File: src/rtl/fetch_unit.sv
// Program-counter / fetch sequencer feeding a combinational instruction ROM.
// Optional return-address stack enabled by defining FETCH_RAS_EN.
module fetch_unit #(
  parameter int                ADDR_W     = 10,
  parameter logic [ADDR_W-1:0] START_ADDR = '0,
  parameter int                RAS_DEPTH  = 4
) (
  input  logic              CLK,
  input  logic              ResetN,
  input  logic              Start,
  input  logic [ADDR_W-1:0] StartAddr,
  input  logic              Stall,
  input  logic              BranchEn,
  input  logic [7:0]        BranchOffset,
  input  logic              JumpEn,
  input  logic [ADDR_W-1:0] JumpTarget,
  input  logic              CallEn,
  input  logic              RetEn,
  input  logic              HaltIn,
  output logic [ADDR_W-1:0] InstAddress,
  output logic              FetchValid,
  output logic              Done,
  output logic [15:0]       InstCount,
  output logic              RasErr
);

  localparam logic [1:0]  S_IDLE  = 2'd0;
  localparam logic [1:0]  S_RUN   = 2'd1;
  localparam logic [1:0]  S_HALT  = 2'd2;
  localparam logic [15:0] CNT_MAX = 16'hFFFF;

  logic [1:0]        r_state, w_state_nxt;
  logic [ADDR_W-1:0] r_pc, w_pc_nxt, w_pc_inc, w_pc_br;
  logic [15:0]       r_cnt;
  logic              w_start_load, w_cnt_inc;

  // Natural ADDR_W-bit wrap gives the modulo-2^ADDR_W PC arithmetic.
  assign w_pc_inc     = r_pc + ADDR_W'(1);
  assign w_pc_br      = r_pc + {{(ADDR_W-8){BranchOffset[7]}}, BranchOffset};
  assign w_start_load = (r_state != S_RUN) && Start;

`ifdef FETCH_RAS_EN
  localparam int              SP_W    = $clog2(RAS_DEPTH + 1);
  localparam int              IDX_W   = (RAS_DEPTH > 1) ? $clog2(RAS_DEPTH) : 1;
  localparam logic [SP_W-1:0] SP_FULL = SP_W'(RAS_DEPTH);

  logic [RAS_DEPTH-1:0][ADDR_W-1:0] r_ras;
  logic [SP_W-1:0]                  r_sp;
  logic                             r_ras_err;
  logic                             w_push, w_pop, w_ras_err_set;
  logic [IDX_W-1:0]                 w_top_idx, w_push_idx;

  assign w_top_idx  = IDX_W'(r_sp - SP_W'(1));
  assign w_push_idx = IDX_W'(r_sp);
`else
  logic w_unused_ras;
  assign w_unused_ras = CallEn ^ RetEn;
`endif

  always_comb begin
    w_state_nxt = r_state;
    w_pc_nxt    = r_pc;
    w_cnt_inc   = 1'b0;
`ifdef FETCH_RAS_EN
    w_push        = 1'b0;
    w_pop         = 1'b0;
    w_ras_err_set = 1'b0;
`endif
    case (r_state)
      S_IDLE, S_HALT: begin
        if (Start) begin
          w_state_nxt = S_RUN;
          w_pc_nxt    = StartAddr;
        end
      end
      S_RUN: begin
        if (HaltIn) begin
          w_state_nxt = S_HALT;
        end else if (!Stall) begin
          w_cnt_inc = 1'b1;
          w_pc_nxt  = w_pc_inc;
`ifdef FETCH_RAS_EN
          // Underflow falls through to PC+1; overflow still takes the call.
          if (RetEn) begin
            if (r_sp != '0) begin
              w_pc_nxt = r_ras[w_top_idx];
              w_pop    = 1'b1;
            end else begin
              w_ras_err_set = 1'b1;
            end
          end else if (CallEn) begin
            w_pc_nxt = JumpTarget;
            if (r_sp != SP_FULL) w_push = 1'b1;
            else                 w_ras_err_set = 1'b1;
          end else
`endif
          if (JumpEn)        w_pc_nxt = JumpTarget;
          else if (BranchEn) w_pc_nxt = w_pc_br;
        end
      end
      default: w_state_nxt = S_IDLE;
    endcase
  end

  always_ff @(posedge CLK or negedge ResetN) begin
    if (!ResetN) begin
      r_state <= S_IDLE;
      r_pc    <= START_ADDR;
      r_cnt   <= '0;
    end else begin
      r_state <= w_state_nxt;
      r_pc    <= w_pc_nxt;
      if (w_start_load)                     r_cnt <= '0;
      else if (w_cnt_inc && r_cnt != CNT_MAX) r_cnt <= r_cnt + 16'd1;
    end
  end

`ifdef FETCH_RAS_EN
  // A fresh Start begins with an empty stack as well as a clear error flag.
  always_ff @(posedge CLK or negedge ResetN) begin
    if (!ResetN) begin
      r_ras     <= '0;
      r_sp      <= '0;
      r_ras_err <= 1'b0;
    end else if (w_start_load) begin
      r_sp      <= '0;
      r_ras_err <= 1'b0;
    end else begin
      if (w_push) begin
        r_ras[w_push_idx] <= w_pc_inc;
        r_sp              <= r_sp + SP_W'(1);
      end else if (w_pop) begin
        r_sp <= r_sp - SP_W'(1);
      end
      if (w_ras_err_set) r_ras_err <= 1'b1;
    end
  end

  assign RasErr = r_ras_err;
`else
  assign RasErr = 1'b0;
`endif

  assign InstAddress = r_pc;
  assign FetchValid  = (r_state == S_RUN);
  assign Done        = (r_state == S_HALT);
  assign InstCount   = r_cnt;

endmodule

File: config.mk
export PLATFORM = sky130hd
export DESIGN_NAME = fetch_unit
export DESIGN_NICKNAME = d
export VERILOG_FILES = /design/src/rtl/fetch_unit.sv
export SDC_FILE = /design/constraint.sdc
export NUM_CORES = 1
export LEC_CHECK = 0
export BUFFER_PORTS_ARGS = -buffer_cell sky130_fd_sc_hd__buf_4
export CAP_MARGIN = 25
export CORE_AREA = 2 2 65 67
export DETAILED_ROUTE_END_ITERATION = 8
export DIE_AREA = 0 0 67 69
export PLACE_DENSITY = 0.78
export SLEW_MARGIN = 20
export SYNTH_ARGS = -nofsm -noshare
export SYNTH_HDL_FRONTEND = slang
export SYNTH_SLANG_ARGS = --single-unit
File: constraint.sdc
create_clock -name CLK -period 2.27 [get_ports CLK]
set_input_delay 0.1135 -clock CLK [delete_from_list [all_inputs] [get_ports CLK]]
set_output_delay 0.1135 -clock CLK [all_outputs]
set_load 0.02 [all_outputs]
==> results.txt <==
The startpoint identified for the worst register-to-register timing path is InstAddress[0]. The wire length of the first global-routing pass came out at 7930 um. The initial antenna violation count came out at 0. The worst setup path is of the register to register kind. In this run the number of H-tree levels came out at 1.

The placed cell count is 321. The routed design has 4630 um of wire. The area growth from synthesis to layout is 31.8%. The clock sink total is 28. The final number of hold-violating endpoints came out at 0. The number of buffers between clock root and the deepest sink came out at 2.

The share of total power dissipated in combinational logic is 46.6%. Summing the areas of all xor and xnor instances in the mapped netlist gives 9.14% of the synthesized area. The tightest min-delay check is of the primary input to register type.

The final antenna diode count is 0. The endpoint arrival time on the critical path came out at 2340 ps. The detailed router finished its first iteration with 75 violations. The routed length per placed instance came out at 14.2 um. The placed wire-length estimate came out at 3540 um. The final setup TNS is 0 ps. The biggest fanout along the worst timing path is 4.

The average vias per placed instance came out at 5.38. The fraction of the yosys area taken by sequential cells came out at 36.6%. Per report_power, the clock group accounts for 20.1% of the total. The number of non-filler instances in the completed layout came out at 326. After layout, the worst path uses 94.0% of the clock period. The required time reported for the critical path endpoint is 2470 ps. Yosys printed 0 warnings. The combined global-route utilization of all metal layers is 21.9%. The worst setup path is captured at a register.

The netlist area before placement is 1920 um^2. Setup repair after global routing left no endpoint under its margin. The maximum vdd ir drop is 0.000475 V. The number of setup violations in the final report is 0. The count of TritonRoute iterations in the first routing pass came out at 4. Counting the buffers created by CTS gives 3.

Between clock sinks in the finished design, the worst skew comes to 2.87 ps. Tracing the worst setup path back leads to its startpoint at InstAddress[0]. The mean instance size in the synthesized netlist came out at 9.04 um^2.

The number of buffers added for setup after CTS is 0. In this run the critical register-to-register path is captured at InstAddress[8]. The maximum number of pins on one net before global-route repair came out at 29.

Measured along the y axis, the die boundary spans 69 um. The number of design rule violations left after detail routing came out at 0. The congestion estimate from routability-driven global placement came to 0.853. Net switching is 37.9% of the power. The fraction of final layout cells sized beyond drive strength 1 is 27.9%. The area of the core is 3910 um^2. The number of cells on the worst reg-to-reg path is 8.

The via count of the first global-routing pass came out at 1,674. The net switching power came out at 0.000763 W. The number of fillers in the final layout came out at 352. At the later pin of the worst-skew pair, clock insertion delay measures 280 ps. The final critical-path required period is 2130 ps. The internal power consumption came out at 0.00125 W.

The post-synthesis compound-gate area fraction came out at 15.3%. The number of max-cap violations is 0. The number of port buffers came out at 62. The setup check on the worst reg-to-reg path leaves a slack of 140 ps. For this run, the top clock speed supported by timing is 0.469 GHz. The horizontal die dimension came out at 67 um. The fraction of synthesized area in multiplexers came out at 3.66%.

The actual slew at the worst max-slew pin is 698 ps. The remaining global-route overflow came out at 0. The count of antenna-violating nets left after detailed routing is 0. The root buffer cell chosen for the clock tree is sky130_fd_sc_hd__clkbuf_8. Synthesis inferred 28 register bits. The sort of element at the start of the critical path is a register. By area, the combinational part of the netlist is dominated by simple AND/OR/NAND/NOR gates. The post-synthesis instance total is 212. The clock edge transition at the registers on the reported setup and hold paths is 100 ps.

The number of max-slew violations in the final report came out at 0. The simple logic cell fraction of the synthesized area came out at 24.5%. After Yosys synthesis, full adders, half adders and majority gates account for 7.57% of the synthesized area. After floorplanning, the core was divided into 23 placement rows. The routed layout has 1,755 vias. TritonCTS built the clock tree. For this configuration, the core starts out at a cell density of 49.0%. The post-synth net total is 260. The static power due to leakage came out at 1.21 nW.

The boundary pin count is 66. The most critical setup path has its endpoint at InstAddress[8]. The worst slew margin relative to its limit is 53.4%.

In this run the power density over the cells is 796 nW/um^2. The post-layout net count came out at 325. The synthesized netlist contains 44 unique library cells. The floorplan step defined a die boundary enclosing 4620 um^2.

The run finished with clean final reports. Sequential cells account for 33.3% of the total power.
[synth_stat cells]
cell | n | share of area, %
sky130_fd_sc_hd__nor3b_1 | 1 | 0.39
sky130_fd_sc_hd__o221ai_1 | 1 | 0.46
sky130_fd_sc_hd__a41oi_1 | 1 | 0.46
sky130_fd_sc_hd__buf_4 | 1 | 0.39
sky130_fd_sc_hd__conb_1 | 1 | 0.20
sky130_fd_sc_hd__or3_1 | 1 | 0.33
sky130_fd_sc_hd__a22o_1 | 1 | 0.46
sky130_fd_sc_hd__o21bai_1 | 2 | 0.78
sky130_fd_sc_hd__mux2i_1 | 7 | 3.7
sky130_fd_sc_hd__buf_2 | 2 | 0.52
sky130_fd_sc_hd__xor2_1 | 12 | 5.5
sky130_fd_sc_hd__dfrtp_1 | 28 | 37
sky130_fd_sc_hd__nor4b_4 | 2 | 2.5
sky130_fd_sc_hd__a211oi_2 | 1 | 0.65
sky130_fd_sc_hd__fa_1 | 1 | 1.0
sky130_fd_sc_hd__o21ai_0 | 8 | 2.1
sky130_fd_sc_hd__nor2_1 | 32 | 6.3
sky130_fd_sc_hd__nor4b_1 | 1 | 0.46
sky130_fd_sc_hd__and4_1 | 2 | 0.91
sky130_fd_sc_hd__and2_1 | 7 | 2.3
sky130_fd_sc_hd__clkbuf_1 | 2 | 0.39
sky130_fd_sc_hd__a21oi_1 | 16 | 4.2
sky130_fd_sc_hd__buf_6 | 1 | 0.59
sky130_fd_sc_hd__nor2b_1 | 2 | 0.65
sky130_fd_sc_hd__and3_1 | 3 | 0.98
sky130_fd_sc_hd__a32oi_1 | 3 | 1.4
sky130_fd_sc_hd__nor3_1 | 4 | 1.0
sky130_fd_sc_hd__inv_1 | 6 | 1.2
sky130_fd_sc_hd__nand2b_1 | 3 | 0.98
sky130_fd_sc_hd__a211oi_1 | 3 | 1.2
sky130_fd_sc_hd__a21o_1 | 3 | 1.2
sky130_fd_sc_hd__o31ai_1 | 1 | 0.39
sky130_fd_sc_hd__a31oi_1 | 1 | 0.33
sky130_fd_sc_hd__nand4_1 | 4 | 1.3
sky130_fd_sc_hd__o211ai_1 | 1 | 0.39
sky130_fd_sc_hd__a221oi_1 | 1 | 0.46
sky130_fd_sc_hd__nand3_1 | 9 | 2.3
sky130_fd_sc_hd__nor3b_2 | 1 | 0.65
sky130_fd_sc_hd__nor2_2 | 1 | 0.33
sky130_fd_sc_hd__xnor2_1 | 8 | 3.7
sky130_fd_sc_hd__ha_1 | 10 | 6.5
sky130_fd_sc_hd__nand2_1 | 14 | 2.7
sky130_fd_sc_hd__o32ai_1 | 2 | 0.91
sky130_fd_sc_hd__nand3b_1 | 1 | 0.39
[power groups by stage]
stage                     registers (W)  clock network [W]  logic (W)
after floorplan                0.000754                  0   0.000525
after global placement         0.000675                  0   0.000904
after detailed placement       0.000679                  0   0.000912
after CTS                      0.000670           0.000412   0.000920
after global routing           0.000684           0.000429    0.00104
final                          0.000669           0.000405   0.000938
[area by class of cell]
| cell class | count | area (um^2) | area share [%] |
|---|---|---|---|
| clock buffer | 3 | 41.3 | 1.63 |
| clock inverter | 1 | 30.0 | 1.19 |
| inverter | 6 | 22.5 | 0.892 |
| multi-input combinational | 172 | 1170 | 46.4 |
| sequential | 28 | 701 | 27.7 |
| tap | 50 | 62.6 | 2.48 |
| timing repair buffer | 66 | 498 | 19.7 |
[what timing repair did]
| item | in CTS | in global routing |
|---|---|---|
| hold endpoints to repair | 28 | 0 |
| endpoints found under the setup margin | 0 | 1 |
| resized for setup | 0 | 3 |
| hold buffers | 1 | 0 |
[worst min path at each step]
stage | from | to | slack, ps | cells after the start
2_1_floorplan | ResetN | InstAddress[0] | -180 | 0
3_3_place_gp | ResetN | InstCount[12] | 60 | 1
3_5_place_dp | ResetN | InstCount[12] | 60 | 1
4_1_cts | HaltIn | r_state[0] | 60 | 2
5_1_grt | HaltIn | r_state[0] | 100 | 2
6_report | HaltIn | r_state[0] | 70 | 2
[logic make-up after synthesis]
group / Yosys count
AO/OA/AOI/OAI: 45
other: 1
AND/OR/NAND/NOR: 88
buffers and inverters: 12
flip-flops: 28
adder cells (fa/ha/maj): 11
XOR/XNOR: 20
multiplexers: 7
[per-stage QoR]
| step | setup slack (ps) | power (W) | hold WS [ps] | instance area, um^2 | utilization [%] |
|---|---|---|---|---|---|
| after floorplan | 119 | 0.00128 | -182 | 1920 | - |
| after global placement | 121 | 0.00158 | 62.5 | 2420 | 61.9 |
| after detailed placement | 112 | 0.00159 | 60.5 | 2430 | 62.1 |
| after CTS | 61.6 | 0.00200 | 62.0 | 2510 | 64.2 |
| after global routing | 11.0 | 0.00215 | 102 | 2530 | 64.5 |
| final | 137 | 0.00201 | 66.9 | 2530 | 64.5 |
[state kept, by name, summed over array words and instances, names as in the netlist]
register / count
InstAddress: 10
InstCount: 16
r_state: 2
[cell usage in the layout, fill, tap and decap left out, drive strengths merged, types with 2 or more instances in the layout]
| cell type | instances |
|---|---|
| o21ai | 8 |
| xor2 | 12 |
| and4 | 2 |
| and2 | 7 |
| a21oi | 16 |
| nand3 | 9 |
| ha | 10 |
| nor3 | 4 |
| inv | 6 |
| a32oi | 3 |
| and3 | 3 |
| dfrtp | 28 |
| nor2b | 2 |
| nor2 | 33 |
| a211oi | 4 |
| nand2 | 14 |
| xnor2 | 8 |
| nor4b | 3 |
| nor3b | 2 |
| clkbuf | 3 |
| o21bai | 2 |
| o32ai | 2 |
| buf | 65 |
| nand4 | 4 |
| nand2b | 3 |
| a21o | 3 |
| mux2i | 7 |
[layer usage]
layer  routed length [um]  up-vias  GRT usage, %
met5                    0        -             0
met4                   70        0          7.48
met3                  214        6          1.96
met2                 2220       50          34.4
met1                 2130      817          31.1
li1                     -      882             -
[worst max-delay path, stage by stage, from the launching register on]
cell,delay (ps)
sky130_fd_sc_hd__dfrtp_1,410
sky130_fd_sc_hd__ha_1,230
sky130_fd_sc_hd__fa_1,440
sky130_fd_sc_hd__a211oi_2,270
sky130_fd_sc_hd__nor2_2,100
sky130_fd_sc_hd__a221oi_2,250
sky130_fd_sc_hd__xnor2_1,150
sky130_fd_sc_hd__mux2i_1,80
sky130_fd_sc_hd__o21ai_0,140
Power figures use the tool's default switching activity.
